**config.mk**
```make
export PLATFORM = sky130hd
export DESIGN_NAME = sdram_access_scheduler
export DESIGN_NICKNAME = d
export VERILOG_FILES = /design/src/rtl/sdram_access_scheduler.sv
export SDC_FILE = /design/constraint.sdc
export NUM_CORES = 1
export LEC_CHECK = 0
export CELL_PAD_IN_SITES_DETAIL_PLACEMENT = 1
export CELL_PAD_IN_SITES_GLOBAL_PLACEMENT = 2
export CORE_MARGIN = 2
export CORE_UTILIZATION = 31
export CTS_CLUSTER_DIAMETER = 100
export CTS_CLUSTER_SIZE = 28
export DETAILED_ROUTE_END_ITERATION = 10
export HOLD_SLACK_MARGIN = 0.02
export PLACE_DENSITY = 0.82
export SYNTH_ARGS = -nofsm -noshare
export SYNTH_HDL_FRONTEND = slang
export SYNTH_SLANG_ARGS = --single-unit
export TNS_END_PERCENT = 100
```
**constraint.sdc**
```tcl
create_clock -name clk -period 6.6 [get_ports clk]
set_input_delay 1.32 -clock clk [delete_from_list [all_inputs] [get_ports clk]]
set_output_delay 1.32 -clock clk [all_outputs]
set_load 0.02 [all_outputs]
```
**src/rtl/sdram_access_scheduler.sv**
```systemverilog
`default_nettype none
// ---------------------------------------------------------------------------
// sdram_access_scheduler: arbitrates store/load/refresh onto the burst engine
// Rev 1.0
// ---------------------------------------------------------------------------
module sdram_access_scheduler #(
  parameter int REFRESH_INTERVAL = 110,
  parameter int REFRESH_MAX      = 8,
  parameter int REFRESH_URGENT   = 6
) (
  input  logic       clk,
  input  logic       reset_n,
  input  logic       s_req,
  output logic       s_ack,
  input  logic       s_cache_row,
  input  logic [9:0] s_sdram_row,
  input  logic       l_req,
  output logic       l_ack,
  input  logic       l_cache_row,
  input  logic [9:0] l_sdram_row,
  output logic       cmd_start,
  output logic [1:0] cmd_op,
  output logic       cmd_cache_row,
  output logic [9:0] cmd_sdram_row,
  input  logic       cmd_done,
  output logic       busy,
  output logic       refresh_overrun
);

  typedef enum logic [0:0] {
    ST_IDLE = 1'b0,
    ST_BUSY = 1'b1
  } state_t;

  localparam logic [1:0] OP_IDLE    = 2'd0;
  localparam logic [1:0] OP_STORE   = 2'd1;
  localparam logic [1:0] OP_LOAD    = 2'd2;
  localparam logic [1:0] OP_REFRESH = 2'd3;

  localparam logic [9:0] TIMER_LAST  = 10'(REFRESH_INTERVAL - 1);
  localparam logic [3:0] DEBT_MAX    = 4'(REFRESH_MAX);
  localparam logic [3:0] DEBT_URGENT = 4'(REFRESH_URGENT);

  state_t     state_q, state_d;
  logic [9:0] timer_q, timer_d;
  logic [3:0] debt_q, debt_d;
  logic       overrun_q, overrun_d;
  logic       s_ack_q, s_ack_d;
  logic       l_ack_q, l_ack_d;
  logic       start_q, start_d;
  logic [1:0] op_q, op_d;
  logic       cache_q, cache_d;
  logic [9:0] row_q, row_d;

  logic w_credit;
  logic w_refresh_done;
  logic w_s_pend;
  logic w_l_pend;

  assign w_credit       = (timer_q == TIMER_LAST);
  assign w_refresh_done = (state_q == ST_BUSY) && cmd_done && (op_q == OP_REFRESH);
  assign w_s_pend       = (s_req != s_ack_q);
  assign w_l_pend       = (l_req != l_ack_q);

  // Refresh bookkeeping: a credit and a completed refresh in one cycle cancel out.
  always_comb begin
    timer_d   = w_credit ? 10'd0 : timer_q + 10'd1;
    debt_d    = debt_q;
    overrun_d = overrun_q | (w_credit && (debt_q == DEBT_MAX));
    if (w_credit && !w_refresh_done) begin
      if (debt_q != DEBT_MAX) debt_d = debt_q + 4'd1;
    end else if (w_refresh_done && !w_credit) begin
      if (debt_q != 4'd0) debt_d = debt_q - 4'd1;
    end
  end

  always_comb begin
    state_d = state_q;
    start_d = 1'b0;
    op_d    = op_q;
    cache_d = cache_q;
    row_d   = row_q;
    s_ack_d = s_ack_q;
    l_ack_d = l_ack_q;
    case (state_q)
      ST_IDLE: begin
        if (debt_q >= DEBT_URGENT) begin
          state_d = ST_BUSY;
          start_d = 1'b1;
          op_d    = OP_REFRESH;
          cache_d = 1'b0;
          row_d   = 10'd0;
        end else if (w_l_pend) begin
          state_d = ST_BUSY;
          start_d = 1'b1;
          op_d    = OP_LOAD;
          cache_d = l_cache_row;
          row_d   = l_sdram_row;
        end else if (w_s_pend) begin
          state_d = ST_BUSY;
          start_d = 1'b1;
          op_d    = OP_STORE;
          cache_d = s_cache_row;
          row_d   = s_sdram_row;
        end else if (debt_q != 4'd0) begin
          state_d = ST_BUSY;
          start_d = 1'b1;
          op_d    = OP_REFRESH;
          cache_d = 1'b0;
          row_d   = 10'd0;
        end
      end
      ST_BUSY: begin
        if (cmd_done) begin
          state_d = ST_IDLE;
          op_d    = OP_IDLE;
          cache_d = 1'b0;
          row_d   = 10'd0;
          if (op_q == OP_STORE) s_ack_d = ~s_ack_q;
          if (op_q == OP_LOAD)  l_ack_d = ~l_ack_q;
        end
      end
      default: state_d = ST_IDLE;
    endcase
  end

  always_ff @(posedge clk or negedge reset_n) begin
    if (!reset_n) begin
      state_q   <= ST_IDLE;
      timer_q   <= 10'd0;
      debt_q    <= 4'd0;
      overrun_q <= 1'b0;
      s_ack_q   <= 1'b0;
      l_ack_q   <= 1'b0;
      start_q   <= 1'b0;
      op_q      <= OP_IDLE;
      cache_q   <= 1'b0;
      row_q     <= 10'd0;
    end else begin
      state_q   <= state_d;
      timer_q   <= timer_d;
      debt_q    <= debt_d;
      overrun_q <= overrun_d;
      s_ack_q   <= s_ack_d;
      l_ack_q   <= l_ack_d;
      start_q   <= start_d;
      op_q      <= op_d;
      cache_q   <= cache_d;
      row_q     <= row_d;
    end
  end

  assign s_ack           = s_ack_q;
  assign l_ack           = l_ack_q;
  assign cmd_start       = start_q;
  assign cmd_op          = op_q;
  assign cmd_cache_row   = cache_q;
  assign cmd_sdram_row   = row_q;
  assign busy            = (state_q == ST_BUSY);
  assign refresh_overrun = overrun_q;

endmodule
`default_nettype wire

```
==> impl_metrics.ini <==
[grt]
grt_pass1_wl_um = 6890
grt-ovfl-total = 0
grt_pass1_vias = 1415
antenna_found_initial = 0
grt_max_degree = 33
grt_util_all_layers_pct = 16.9

[synth]
synthTopCellsByArea = dfrtp_1 51%, xnor2_1 4.5%, xor2_1 4.5%
syn_inst = 139
ys_seq_elements = 32
async_reset_ff_share_pct = 100
synth-edff-count = 0
synth_area_mm2 = 0.00156
synth.distinct_cells = 32
yosysWarnings = 0
synth_ff_type = dfrtp_1
yosysTopAreaCell = dfrtp_1
syn_area_per_cell_um2 = 11.2
synth_seq_area_share_pct = 51.4
syn_nets = 172
yosysTopAreaCellShare_pct = 51.4

[run]
maxCapViolations = 0

[final_layout]
drive_gt1_share_pct = 8.47
design_area_mm2 = 0.00216
antenna_cells = 0
fin_nets = 221
fillCellCount = 541
syn_to_final_growth_pct = 38.9

[floorplanning]
die_h_um = 74.9
rows = 25
die_w_um = 74.9
ios = 45
initial_core_util_pct = 32.5
dieArea_mm2 = 0.00560
core_area_mm2 = 0.00479

[pwr]
power.total_uw = 741
pwr-share-comb_pct = 41.8
switching_share_pct = 37.1
seqPwrFrac_pct = 37.3
clkPwrFrac_pct = 21.0
p_leak_nw = 0.909
peakVddDrop_mv = 0.178
switching_power_uw = 275
powerDensity_mw_per_mm2 = 343
p_int_uw = 466

[sta]
finClkSkew_ns = 0.00140
post-route-period-util_pct = 52.9
setup_viol = 0
worst_slew_pin_slew_ns = 1.13
whs_ns = 0.486
finalSetupTns_ns = 0
final_hold_viol_count = 0
timing.final.max_slew_violations = 0
max_freq_mhz = 287
finalCriticalPeriod_ns = 3.49
grt_setup_unrepaired = no
maxSlewHeadroom_pct = 24.3

[critical_path]
crit_type = input port to flip-flop
critPathMaxFanout = 15
worst_setup_path_end_kind = flip-flop
start_kind = input port
critPathArrivalTime_ns = 3.67
required_ns = 6.78

[place]
gp_congestion = 0.738
post_dp_cell_area_mm2 = 0.00207
dp_hpwl_um = 3130
io_buffer_count = 44

[route]
vias = 1278
first_iter_violations = 52
post_drt_wl_per_cell_um = 16.1
routed_wl_um = 4130
dr.pass1.iters = 4
drc = 0
routed_via_density = 4.99
drtAntennaViolNets = 0

[clocking]
cts.sinks = 32
postCtsSetupRepairBufs = 0
root_buffer = clkbuf_8
hold_buffers = 0
clkTransAtPathRegs_ns = 0.06
clk_latency_ns = 0.28
ctsResizeCount = 0
numCtsBuffers = 5
cts_tree = built
clock_path_buffers = 2
htreeDepth = 2

[status]
outcome = completed

[hold_path]
hold_class = flip-flop to flip-flop
[sequential cells by signal, indices dropped and copies added (netlist names)]
register and cells:
refresh_overrun 1, debt_q 4, cmd_op 2, cmd_cache_row 1
busy 1, timer_q 10, l_ack 1, cmd_sdram_row 10
s_ack 1, cmd_start 1
[worst max-delay path: stages]
cell and delay (ns):
clkdlybuf4s50_1 0.48, xor2_1 0.88, nor2b_1 0.46, a22o_1 0.31, a22o_2 0.21
[layout make-up]
| type | instances | area [um2] | share of cell area [%] |
|---|---|---|---|
| sequential | 32 | 801 | 37.0 |
| inverter | 3 | 11.3 | 0.521 |
| clock buffer | 8 | 90.1 | 4.17 |
| multi-input combinational | 100 | 721 | 33.3 |
| timing repair buffer | 46 | 455 | 21.1 |
| tap | 67 | 83.8 | 3.88 |
[synth_stat cells (all sizes together) (2+ instances only)]
cell type	instances
dfrtp	32
nor2	13
a22o	8
nand2	8
xnor2	8
xor2	8
a21oi	7
a22oi	7
nand3	7
o2bb2ai	7
ha	5
inv	3
nand4	3
nor2b	3
and3	2
buf	2
clkbuf	2
nor4	2
o21ai	2
[path summary, 6_finish.rpt]
check / start / endpoint / slack (ns) / depth (start not counted)
worst min register to register: timer_q[9] / timer_q[9] / 0.49 / 1
worst min-delay path: timer_q[9] / timer_q[9] / 0.49 / 1
worst max register to register: timer_q[2] / debt_q[3] / 4.04 / 11
min in group asynchronous: reset_n / timer_q[1] / 1.44 / 2
worst max-delay path: l_req / cmd_sdram_row[1] / 3.11 / 5
max in group asynchronous: reset_n / cmd_sdram_row[5] / 4.87 / 2
[cell usage in the layout, fill, tap and decap left out, types with 2 or more instances in the layout]
cell             Yosys  layout
clkdlybuf4s50_1      0      44
dfrtp_1             32      32
nor2_1              13      13
xnor2_1              8       8
nand2_1              8       8
xor2_1               8       8
nand3_1              7       7
a21oi_1              7       7
a22oi_1              7       7
o2bb2ai_1            7       7
clkbuf_8             0       6
ha_1                 5       5
a22o_1               4       4
a22o_2               4       4
inv_1                3       3
nand4_1              3       3
nor2b_1              3       3
and3_1               2       2
o21ai_0              2       2
clkbuf_1             2       2
buf_4                0       2
[metrics by stage]
stage | util, % | setup WS (ns) | cells
3_5_place_dp | 43.3 | 2.81 | 248
4_1_cts | 45.2 | 3.11 | 256
6_report | 45.2 | 3.11 | 256
2_1_floorplan | - | 3.95 | 139
5_1_grt | 45.2 | 2.98 | 256
3_3_place_gp | 43.3 | 3.02 | 248
[power by group through the flow]
stage	Clock, mW	Combinational (mW)	Sequential [mW]
5_1_grt	0.173	0.333	0.283
3_3_place_gp	0	0.301	0.278
6_report	0.156	0.310	0.276
3_5_place_dp	0	0.312	0.279
4_1_cts	0.160	0.313	0.277
2_1_floorplan	0	0.140	0.315
[logic make-up after synthesis]
kind of cell,count (synthesis),share of synthesized area (%)
xor+xnor,16,9.00
compound gates,35,17.8
fa+ha+maj,6,5.31
flops,32,51.4
buf+inv,7,2.25
simple gates,43,14.1
[routing by layer]
metal	wire (um)	global-route usage (%)
met1	1740	20.5
met2	2200	27.9
met5	0	0
met4	74	8.33
met3	120	4.15
Power figures use the tool's default switching activity.
